==> config.mk <==
export PLATFORM = sky130hd
export DESIGN_NAME = multicycle_control_unit_flat
export DESIGN_NICKNAME = d
export VERILOG_FILES = /design/src/rtl/multicycle_control_unit_pkg.sv /design/src/rtl/multicycle_control_unit_if.sv /design/src/rtl/multicycle_control_unit_alu_decoder.sv /design/src/rtl/multicycle_control_unit.sv /design/src/flat_wrapper.sv
export SDC_FILE = /design/constraint.sdc
export NUM_CORES = 1
export LEC_CHECK = 0
export BUFFER_PORTS_ARGS = -buffer_cell sky130_fd_sc_hd__buf_2
export CORE_MARGIN = 2
export CORE_UTILIZATION = 50
export CTS_BUF_LIST = sky130_fd_sc_hd__clkbuf_16
export CTS_CLUSTER_SIZE = 40
export DETAILED_ROUTE_END_ITERATION = 8
export MAX_ROUTING_LAYER = met4
export PLACE_DENSITY = 0.8
export SLEW_MARGIN = 15
export SYNTH_ARGS = -nofsm -noshare
export SYNTH_HDL_FRONTEND = slang
export SYNTH_SLANG_ARGS = --single-unit
==> constraint.sdc <==
create_clock -name clk -period 2.19 [get_ports clk]
set_input_delay 0.1095 -clock clk [delete_from_list [all_inputs] [get_ports clk]]
set_output_delay 0.1095 -clock clk [all_outputs]
set_load 0.02 [all_outputs]
==> src/rtl/multicycle_control_unit_pkg.sv <==
// Shared definitions for the multi-cycle control unit of the reduced RISC-V core.
// Holds the FSM state type, the ALU operation encoding, the ALU operation
// class handed to the ALU decoder, the base opcodes, the mux select encodings
// and a small helper that evaluates the supported branch conditions.
package multicycle_control_unit_pkg;

    typedef enum logic [3:0] {
        S_FETCH,
        S_DECODE,
        S_MEM_ADR,
        S_MEM_RD,
        S_MEM_WB,
        S_MEM_WR,
        S_EXEC_R,
        S_EXEC_I,
        S_ALU_WB,
        S_BRANCH,
        S_JAL,
        S_TRAP
    } state_t;

    typedef enum logic [2:0] {
        ALU_ADD = 3'd0,
        ALU_SUB = 3'd1,
        ALU_AND = 3'd2,
        ALU_OR  = 3'd3,
        ALU_XOR = 3'd4,
        ALU_SLT = 3'd5,
        ALU_SLL = 3'd6,
        ALU_SRL = 3'd7
    } alu_op_t;

    // What kind of ALU operation the FSM wants this cycle; R and I classes
    // are resolved further from funct3/funct7 by the ALU decoder.
    typedef enum logic [1:0] {
        ALU_CLASS_ADD,
        ALU_CLASS_SUB,
        ALU_CLASS_R,
        ALU_CLASS_I
    } alu_class_t;

    localparam logic [6:0] OP_LOAD   = 7'b0000011;
    localparam logic [6:0] OP_STORE  = 7'b0100011;
    localparam logic [6:0] OP_R      = 7'b0110011;
    localparam logic [6:0] OP_I      = 7'b0010011;
    localparam logic [6:0] OP_BRANCH = 7'b1100011;
    localparam logic [6:0] OP_JAL    = 7'b1101111;

    localparam logic [1:0] IMM_I = 2'd0;
    localparam logic [1:0] IMM_S = 2'd1;
    localparam logic [1:0] IMM_B = 2'd2;
    localparam logic [1:0] IMM_J = 2'd3;

    localparam logic [1:0] RES_ALU_REG = 2'd0;
    localparam logic [1:0] RES_RDATA   = 2'd1;
    localparam logic [1:0] RES_ALU     = 2'd2;

    localparam logic [1:0] SRCA_PC     = 2'd0;
    localparam logic [1:0] SRCA_OLD_PC = 2'd1;
    localparam logic [1:0] SRCA_RS1    = 2'd2;

    localparam logic [1:0] SRCB_RS2  = 2'd0;
    localparam logic [1:0] SRCB_IMM  = 2'd1;
    localparam logic [1:0] SRCB_FOUR = 2'd2;

    // Returns {valid, taken}; valid is 0 for funct3 codes the core does not support.
    function automatic logic [1:0] branch_eval(input logic [2:0] funct3,
                                               input logic       eq,
                                               input logic       lt);
        case (funct3)
            3'b000:  branch_eval = {1'b1, eq};
            3'b001:  branch_eval = {1'b1, ~eq};
            3'b100:  branch_eval = {1'b1, lt};
            3'b101:  branch_eval = {1'b1, ~lt};
            default: branch_eval = 2'b00;
        endcase
    endfunction

endpackage

==> src/rtl/multicycle_control_unit_if.sv <==
// Bundle between the control unit and the datapath / unified memory.
// master: the control unit (consumes IR, flags, mem_ready; drives strobes,
//         selects, alu_ctrl, illegal and the retired count).
// slave:  the datapath/memory side.
interface multicycle_control_unit_if #(
    parameter int ALU_CTRL_W = 3,
    parameter int CNT_W      = 32
);
    logic [31:0]           instr;
    logic                  eq;
    logic                  lt;
    logic                  mem_ready;
    logic                  mem_req;
    logic                  mem_we;
    logic                  adr_src;
    logic                  ir_write;
    logic                  pc_write;
    logic                  reg_write;
    logic [1:0]            alu_src_a;
    logic [1:0]            alu_src_b;
    logic [ALU_CTRL_W-1:0] alu_ctrl;
    logic [1:0]            imm_src;
    logic [1:0]            result_src;
    logic                  illegal;
    logic [CNT_W-1:0]      retired;

    modport master (
        input  instr, eq, lt, mem_ready,
        output mem_req, mem_we, adr_src, ir_write, pc_write, reg_write,
               alu_src_a, alu_src_b, alu_ctrl, imm_src, result_src,
               illegal, retired
    );

    modport slave (
        output instr, eq, lt, mem_ready,
        input  mem_req, mem_we, adr_src, ir_write, pc_write, reg_write,
               alu_src_a, alu_src_b, alu_ctrl, imm_src, result_src,
               illegal, retired
    );
endinterface

==> src/rtl/multicycle_control_unit_alu_decoder.sv <==
// ALU decoder: maps the FSM's ALU operation class plus funct3/funct7[5]
// to the ALU operation code.
// Ports: alu_class_i (op class), funct3_i, funct7b5_i -> alu_ctrl_o.
module alu_decoder
    import multicycle_control_unit_pkg::*;
#(
    parameter int ALU_CTRL_W = 3
) (
    input  alu_class_t            alu_class_i,
    input  logic [2:0]            funct3_i,
    input  logic                  funct7b5_i,
    output logic [ALU_CTRL_W-1:0] alu_ctrl_o
);

    alu_op_t op;

    // funct7[5] only selects SUB for register-register ops; immediate ops
    // always add for funct3 000. Unused funct3 codes fall back to ADD.
    always_comb begin
        op = ALU_ADD;
        case (alu_class_i)
            ALU_CLASS_SUB: op = ALU_SUB;
            ALU_CLASS_R, ALU_CLASS_I: begin
                case (funct3_i)
                    3'b000:  op = (alu_class_i == ALU_CLASS_R && funct7b5_i) ? ALU_SUB : ALU_ADD;
                    3'b111:  op = ALU_AND;
                    3'b110:  op = ALU_OR;
                    3'b100:  op = ALU_XOR;
                    3'b010:  op = ALU_SLT;
                    3'b001:  op = ALU_SLL;
                    3'b101:  op = ALU_SRL;
                    default: op = ALU_ADD;
                endcase
            end
            default: op = ALU_ADD;
        endcase
    end

    assign alu_ctrl_o = ALU_CTRL_W'(op);

endmodule

==> src/rtl/multicycle_control_unit.sv <==
// Multi-cycle control FSM for the reduced RISC-V core.
// Sequences FETCH/DECODE/EXECUTE/MEM/WB over one shared memory port with a
// req/ready handshake, counts retired instructions and traps on illegal
// opcodes, unsupported branch funct3 codes and memory timeouts.
// Ports: clk, rst (synchronous, active high), bus (master modport: IR and
// ALU flags in; memory handshake, datapath strobes/selects, illegal and
// retired out).
module multicycle_control_unit #(
    parameter int ALU_CTRL_W  = 3,
    parameter int MEM_TIMEOUT = 16,
    parameter int CNT_W       = 32
) (
    input  logic                      clk,
    input  logic                      rst,
    multicycle_control_unit_if.master bus
);
    import multicycle_control_unit_pkg::*;

    localparam int WAIT_W = $clog2(MEM_TIMEOUT + 1);

    if (ALU_CTRL_W < 3) begin : g_bad_alu_ctrl_w
        $error("ALU_CTRL_W must be at least 3");
    end
    if (MEM_TIMEOUT < 1) begin : g_bad_mem_timeout
        $error("MEM_TIMEOUT must be at least 1");
    end

    state_t                state_q, state_d;
    logic [WAIT_W-1:0]     wait_q, wait_d;
    logic [CNT_W-1:0]      retired_q;
    logic                  retire;
    logic                  mem_req, mem_we, adr_src, ir_write, pc_write, reg_write;
    logic [1:0]            alu_src_a, alu_src_b, imm_src, result_src;
    alu_class_t            alu_class;
    logic [ALU_CTRL_W-1:0] alu_ctrl;
    logic [1:0]            br;

    assign br = branch_eval(bus.instr[14:12], bus.eq, bus.lt);

    alu_decoder #(.ALU_CTRL_W(ALU_CTRL_W)) u_alu_decoder (
        .alu_class_i (alu_class),
        .funct3_i    (bus.instr[14:12]),
        .funct7b5_i  (bus.instr[30]),
        .alu_ctrl_o  (alu_ctrl)
    );

    // Strobes and selects decode from the registered state; the FETCH write
    // strobes follow mem_ready and the BRANCH pc_write follows the condition.
    // The wait counter only runs while a request is outstanding, and hitting
    // the limit abandons the request in favour of TRAP.
    always_comb begin
        state_d    = state_q;
        retire     = 1'b0;
        mem_req    = 1'b0;
        mem_we     = 1'b0;
        adr_src    = 1'b0;
        ir_write   = 1'b0;
        pc_write   = 1'b0;
        reg_write  = 1'b0;
        alu_src_a  = SRCA_PC;
        alu_src_b  = SRCB_RS2;
        imm_src    = IMM_I;
        result_src = RES_ALU_REG;
        alu_class  = ALU_CLASS_ADD;
        case (state_q)
            S_FETCH: begin
                mem_req    = 1'b1;
                alu_src_b  = SRCB_FOUR;
                result_src = RES_ALU;
                if (bus.mem_ready) begin
                    ir_write = 1'b1;
                    pc_write = 1'b1;
                    state_d  = S_DECODE;
                end
            end
            S_DECODE: begin
                alu_src_a = SRCA_OLD_PC;
                alu_src_b = SRCB_IMM;
                imm_src   = (bus.instr[6:0] == OP_BRANCH) ? IMM_B :
                            (bus.instr[6:0] == OP_JAL)    ? IMM_J : IMM_I;
                case (bus.instr[6:0])
                    OP_LOAD, OP_STORE: state_d = S_MEM_ADR;
                    OP_R:              state_d = S_EXEC_R;
                    OP_I:              state_d = S_EXEC_I;
                    OP_BRANCH:         state_d = S_BRANCH;
                    OP_JAL:            state_d = S_JAL;
                    default:           state_d = S_TRAP;
                endcase
            end
            S_MEM_ADR: begin
                alu_src_a = SRCA_RS1;
                alu_src_b = SRCB_IMM;
                imm_src   = (bus.instr[6:0] == OP_STORE) ? IMM_S : IMM_I;
                state_d   = (bus.instr[6:0] == OP_STORE) ? S_MEM_WR : S_MEM_RD;
            end
            S_MEM_RD: begin
                mem_req = 1'b1;
                adr_src = 1'b1;
                if (bus.mem_ready) state_d = S_MEM_WB;
            end
            S_MEM_WB: begin
                reg_write  = 1'b1;
                result_src = RES_RDATA;
                retire     = 1'b1;
                state_d    = S_FETCH;
            end
            S_MEM_WR: begin
                mem_req = 1'b1;
                mem_we  = 1'b1;
                adr_src = 1'b1;
                if (bus.mem_ready) begin
                    retire  = 1'b1;
                    state_d = S_FETCH;
                end
            end
            S_EXEC_R: begin
                alu_src_a = SRCA_RS1;
                alu_class = ALU_CLASS_R;
                state_d   = S_ALU_WB;
            end
            S_EXEC_I: begin
                alu_src_a = SRCA_RS1;
                alu_src_b = SRCB_IMM;
                alu_class = ALU_CLASS_I;
                state_d   = S_ALU_WB;
            end
            S_ALU_WB: begin
                reg_write = 1'b1;
                retire    = 1'b1;
                state_d   = S_FETCH;
            end
            S_BRANCH: begin
                alu_src_a = SRCA_RS1;
                alu_class = ALU_CLASS_SUB;
                if (br[1]) begin
                    pc_write = br[0];
                    retire   = 1'b1;
                    state_d  = S_FETCH;
                end else begin
                    state_d  = S_TRAP;
                end
            end
            S_JAL: begin
                // ALU forms oldPC + 4 for rd while the PC takes the target
                // held in the ALU result register since DECODE.
                alu_src_a = SRCA_OLD_PC;
                alu_src_b = SRCB_FOUR;
                reg_write = 1'b1;
                pc_write  = 1'b1;
                retire    = 1'b1;
                state_d   = S_FETCH;
            end
            S_TRAP:  state_d = S_TRAP;
            default: state_d = S_TRAP;
        endcase

        wait_d = '0;
        if (mem_req && !bus.mem_ready) begin
            wait_d = wait_q + WAIT_W'(1);
            if (wait_d == WAIT_W'(MEM_TIMEOUT)) state_d = S_TRAP;
        end
    end

    // State, wait counter and retired counter share one synchronous reset.
    always_ff @(posedge clk) begin
        if (rst) begin
            state_q   <= S_FETCH;
            wait_q    <= '0;
            retired_q <= '0;
        end else begin
            state_q <= state_d;
            wait_q  <= wait_d;
            if (retire) retired_q <= retired_q + CNT_W'(1);
        end
    end

    // Everything is forced low while rst is high so a reset mid-access drops
    // the request and no write strobe can fire in a reset cycle.
    assign bus.mem_req    = mem_req   & ~rst;
    assign bus.mem_we     = mem_we    & ~rst;
    assign bus.adr_src    = adr_src   & ~rst;
    assign bus.ir_write   = ir_write  & ~rst;
    assign bus.pc_write   = pc_write  & ~rst;
    assign bus.reg_write  = reg_write & ~rst;
    assign bus.alu_src_a  = rst ? 2'd0 : alu_src_a;
    assign bus.alu_src_b  = rst ? 2'd0 : alu_src_b;
    assign bus.imm_src    = rst ? 2'd0 : imm_src;
    assign bus.result_src = rst ? 2'd0 : result_src;
    assign bus.alu_ctrl   = rst ? '0 : alu_ctrl;
    assign bus.illegal    = (state_q == S_TRAP);
    assign bus.retired    = retired_q;

endmodule

==> src/flat_wrapper.sv <==
// flat-port wrapper written by rule: the top's interface ports become plain ports
module multicycle_control_unit_flat import multicycle_control_unit_pkg::*;
#(
    parameter int ALU_CTRL_W  = 3,
    parameter int MEM_TIMEOUT = 16,
    parameter int CNT_W       = 32
)
  (clk, rst, bus_instr, bus_eq, bus_lt, bus_mem_ready, bus_mem_req, bus_mem_we, bus_adr_src, bus_ir_write, bus_pc_write, bus_reg_write, bus_alu_src_a, bus_alu_src_b, bus_alu_ctrl, bus_imm_src, bus_result_src, bus_illegal, bus_retired);
  multicycle_control_unit_if #(.ALU_CTRL_W(ALU_CTRL_W), .CNT_W(CNT_W)) bus_i ();
  input  logic clk;
  input  logic rst;
  input wire logic [$bits(bus_i.instr)-1:0] bus_instr;
  input wire logic [$bits(bus_i.eq)-1:0] bus_eq;
  input wire logic [$bits(bus_i.lt)-1:0] bus_lt;
  input wire logic [$bits(bus_i.mem_ready)-1:0] bus_mem_ready;
  output wire logic [$bits(bus_i.mem_req)-1:0] bus_mem_req;
  output wire logic [$bits(bus_i.mem_we)-1:0] bus_mem_we;
  output wire logic [$bits(bus_i.adr_src)-1:0] bus_adr_src;
  output wire logic [$bits(bus_i.ir_write)-1:0] bus_ir_write;
  output wire logic [$bits(bus_i.pc_write)-1:0] bus_pc_write;
  output wire logic [$bits(bus_i.reg_write)-1:0] bus_reg_write;
  output wire logic [$bits(bus_i.alu_src_a)-1:0] bus_alu_src_a;
  output wire logic [$bits(bus_i.alu_src_b)-1:0] bus_alu_src_b;
  output wire logic [$bits(bus_i.alu_ctrl)-1:0] bus_alu_ctrl;
  output wire logic [$bits(bus_i.imm_src)-1:0] bus_imm_src;
  output wire logic [$bits(bus_i.result_src)-1:0] bus_result_src;
  output wire logic [$bits(bus_i.illegal)-1:0] bus_illegal;
  output wire logic [$bits(bus_i.retired)-1:0] bus_retired;
  assign bus_i.instr = bus_instr;
  assign bus_i.eq = bus_eq;
  assign bus_i.lt = bus_lt;
  assign bus_i.mem_ready = bus_mem_ready;
  assign bus_mem_req = bus_i.mem_req;
  assign bus_mem_we = bus_i.mem_we;
  assign bus_adr_src = bus_i.adr_src;
  assign bus_ir_write = bus_i.ir_write;
  assign bus_pc_write = bus_i.pc_write;
  assign bus_reg_write = bus_i.reg_write;
  assign bus_alu_src_a = bus_i.alu_src_a;
  assign bus_alu_src_b = bus_i.alu_src_b;
  assign bus_alu_ctrl = bus_i.alu_ctrl;
  assign bus_imm_src = bus_i.imm_src;
  assign bus_result_src = bus_i.result_src;
  assign bus_illegal = bus_i.illegal;
  assign bus_retired = bus_i.retired;
  multicycle_control_unit #(.ALU_CTRL_W(ALU_CTRL_W), .MEM_TIMEOUT(MEM_TIMEOUT), .CNT_W(CNT_W)) u_core (.clk(clk), .rst(rst), .bus(bus_i));
endmodule
==> results.tsv <==
stage	metric	value	unit
yosys	post-synth top area cell	dfxtp_1	
clock_network	Worst-Skew Late Latency	280	ps
place	Setup WS pre-CTS	46.6	ps
timing	Post-Route Setup TNS	0	ps
global_routing	M1 GR Usage	0.262	
hold_path	Hold Crit Depth	2	
timing	final setup violating endpoints	0	
setup_path	CP Class	reg2reg	
global_routing	initial antenna violation count	0	
setup_path	R2R Setup Slk	80	ps
setup_path	CP cell instances	or3b_1 -> a21oi_4 -> buf_4 -> o2111ai_4 -> or4_1 -> a21oi_1	
global_routing	vias in the first global route	2287	
timing	Worst-Margin Slew	664	ps
floorplan	die footprint	5490	sq um
clock_network	clock sinks	41	
status	status	finished clean	
drt	routed via count	2585	
finish	Fill cells	404	
timing	final worst path period need	2110	ps
yosys	share of the yosys chip area belonging to registers	0.334	
setup_path	CP Launch Type	flop	
power_and_ir_drop	Power Density	695	nW/um^2
place	DP Cell Count	441	
floorplan	Initial Utilization	0.521	
yosys	top post-synthesis cells by area	dfxtp_1 (33%), xor2_1 (5.3%), a21oi_1 (5.1%), o21ai_0 (4.9%), nor2_1 (4.9%)	
timing	fin. max-slew vios	0	
finish	area grow syn2layout	25.9	%
timing	final worst path period share	0.966	
yosys	Synth Register Bits	41	
power_and_ir_drop	VDD IR max	0.000499	V
clock_network	hold buffer count at CTS	0	
yosys	Synth top cells by count	dfxtp_1 (41), nor2_1 (32), a21oi_1 (25)	
hold_path	Min-Delay Endpoint	u_core.bus.retired[13]$_SDFFE_PP0P_	
setup_path	Worst EP arrival	2320	ps
clock_network	maximum clock path buffer count	2	
yosys	Yosys cell types	46	
setup_path	Worst Path Max Fanout	10	
floorplan	Die Width	74.1	um
yosys	Post-synth EDFFs	0	
setup_path	crit path buf inv count	1	
drt	1st-pass router iterations	4	
setup_path	Crit-path slowest cell	or4_1	
timing	final clock skew	3.45	ps
yosys	Post-Synthesis Cell Area	2460	sq um
drt	Routed WL per cell	13.7	um
floorplan	# rows	25	
setup_path	worst path required time	2390	ps
clock_network	CTS tree	yes	
setup_path	FF-to-FF Start	u_core.state_q[2]$_SDFF_PP0_	
global_routing	M2 GR Usage	0.397	
floorplan	Core Box Area	4720	sq um
yosys	Synth Area per Inst	7.88	sq um
global_routing	GRT Util Overall	0.232	
power_and_ir_drop	overall power	0.00215	W
timing	FMAX	473	MHz
finish	ratio of cells with drive above 1 in the final layout	0.252	
run	Max-Cap Viols	0	
setup_path	crit-path max cell delay	560	ps
power_and_ir_drop	P_leak	1.29	nW
setup_path	worst reg2reg endpoint	u_core.bus.retired[29]$_SDFFE_PP0P_	
finish	number of nets in the layout	424	
setup_path	Crit path max-delay family	simple AND/OR/NAND/NOR gates	
hold_path	Worst Hold Launch	rst	
setup_path	Worst path depth	6	
global_routing	Top Usage Layer GRT	met2	
yosys	syn nets	352	
setup_path	worst-case reg-to-reg path depth	6	
timing	max_slew headroom	0.551	
setup_path	CP Capture Type	flop	
yosys	top-count cell post-synth	dfxtp_1	
global_routing	global-route wire length before repair	9.78	mm
floorplan	IO Count	87	
clock_network	CTS H-Tree Depth	2	
clock_network	CTS root buf	clkbuf_16	
finish	n_diodes	0	
timing	Final Hold Fails	0	
yosys	post-synth top area share	0.334	
drt	via/cell ratio	5.72	
drt	Residual DRC	0	
place	IO buf count	65	
drt	final wirelength	6.18	mm
yosys	asr flop ratio synth	0	
place	DP HPWL	4.34	mm
yosys	ys flop type	dfxtp_1	
clock_network	CTS clk-pin slew, worst paths	60	ps
timing	final worst setup slack	75.4	ps
hold_path	worst hold path type	in2reg	
global_routing	global-route met3 utilization	0.0474	
global_routing	maximum number of pins on one net before global-route repair	30	
drt	DR iter-0 viols	135	
yosys	number of synthesis warnings	0	
drt	antenna-violating nets left	0	
floorplan	die height	74.1	um
yosys	Syn Inst Count	312	
clock_network	total CTS buffers	5	
global_routing	grt ovf	0	
finish	non-filler cells, final	452	
place	Final GP Congestion	0.914	
[layout make-up]
class,count,area [sq um],share of cell area
Clock buffer,5,125,0.0404
Sequential cell,41,823,0.266
Timing Repair Buffer,83,469,0.152
Clock inverter,3,12.5,0.00404
Multi-Input combinational cell,245,1550,0.501
Inverter,8,30.0,0.00970
Tap cell,67,83.8,0.0271
[metal layers]
layer	wire length [um]	vias to the layer above	share of wire
met2	3100	84	0.50
met4	85	0	0.014
met1	2620	1205	0.42
met5	0	-	0
met3	376	6	0.061
li1	-	1290	-
[report_power, final]
group          total (W)  internal, W  switching, W
logic           0.000635     0.000243      0.000392
clock network   0.000686     0.000411      0.000275
registers       0.000831     0.000782     0.0000493
[cells by family (layout without fill, tap and decap cells)]
kind of cell / Yosys count / count (layout) / synth area share
adders and majority gates: 3 / 3 / 0.0153
DFF: 41 / 41 / 0.334
xor gates and xnor gates: 20 / 20 / 0.0712
AOI/OAI and AO/OA: 83 / 83 / 0.219
muxes: 5 / 5 / 0.0204
and+or+nand+nor: 134 / 134 / 0.297
buffers and inverters: 26 / 99 / 0.0433
[state kept, by name, summed over array words and instances (netlist names)]
signal / cells
u_core.state_q: 4
u_core.wait_q: 5
u_core.bus.retired: 32
[what timing repair did]
item / 4_1_cts / 5_1_grt
endpoints found under the setup margin: 0 / 15
buffers inserted: 0 / 2
hold endpoints to repair: 0 / 0
resized for setup: 0 / 7
[metrics by stage]
stage               utilization  area (sq um)  hold slack [ps]
finish                    0.655          3100              289
global placement          0.615          2910              446
floorplan                     -          2460              322
global route              0.655          3100              315
CTS                       0.644          3040              282
detailed placement        0.615          2910              453
[worst max-delay path by stage]
stage / end / startpoint / slack [ps]
floorplan: bus_imm_src[1] / u_core.state_q[1]$_SDFF_PP0_ / 70
global placement: u_core.bus.retired[20]$_SDFFE_PP0P_ / u_core.state_q[2]$_SDFF_PP0_ / 150
detailed placement: u_core.bus.retired[18]$_SDFFE_PP0P_ / u_core.state_q[2]$_SDFF_PP0_ / 50
CTS: u_core.bus.retired[18]$_SDFFE_PP0P_ / u_core.state_q[2]$_SDFF_PP0_ / 30
global route: u_core.bus.retired[18]$_SDFFE_PP0P_ / u_core.state_q[2]$_SDFF_PP0_ / -20
finish: u_core.bus.retired[29]$_SDFFE_PP0P_ / u_core.state_q[2]$_SDFF_PP0_ / 80
[placed cells by master (no fill, tap or decap), types with 3 or more instances in the layout]
| cell | n |
|---|---|
| a21oi_1 | 25 |
| a31oi_1 | 7 |
| and2_1 | 4 |
| and3_1 | 8 |
| and4_1 | 4 |
| buf_2 | 66 |
| buf_4 | 14 |
| buf_6 | 3 |
| clkbuf_16 | 5 |
| dfxtp_1 | 39 |
| ha_1 | 3 |
| inv_1 | 8 |
| mux2i_1 | 5 |
| nand2_1 | 19 |
| nand2b_1 | 5 |
| nand3_1 | 9 |
| nand4_1 | 4 |
| nor2_1 | 32 |
| nor2b_1 | 6 |
| nor3_1 | 9 |
| nor4_1 | 3 |
| nor4b_1 | 4 |
| o2111ai_1 | 4 |
| o211ai_1 | 4 |
| o21ai_0 | 24 |
| o31ai_1 | 5 |
| or3_1 | 15 |
| or4_1 | 5 |
| xnor2_1 | 5 |
| xor2_1 | 15 |
No activity file was read; power rests on OpenSTA's default activity.
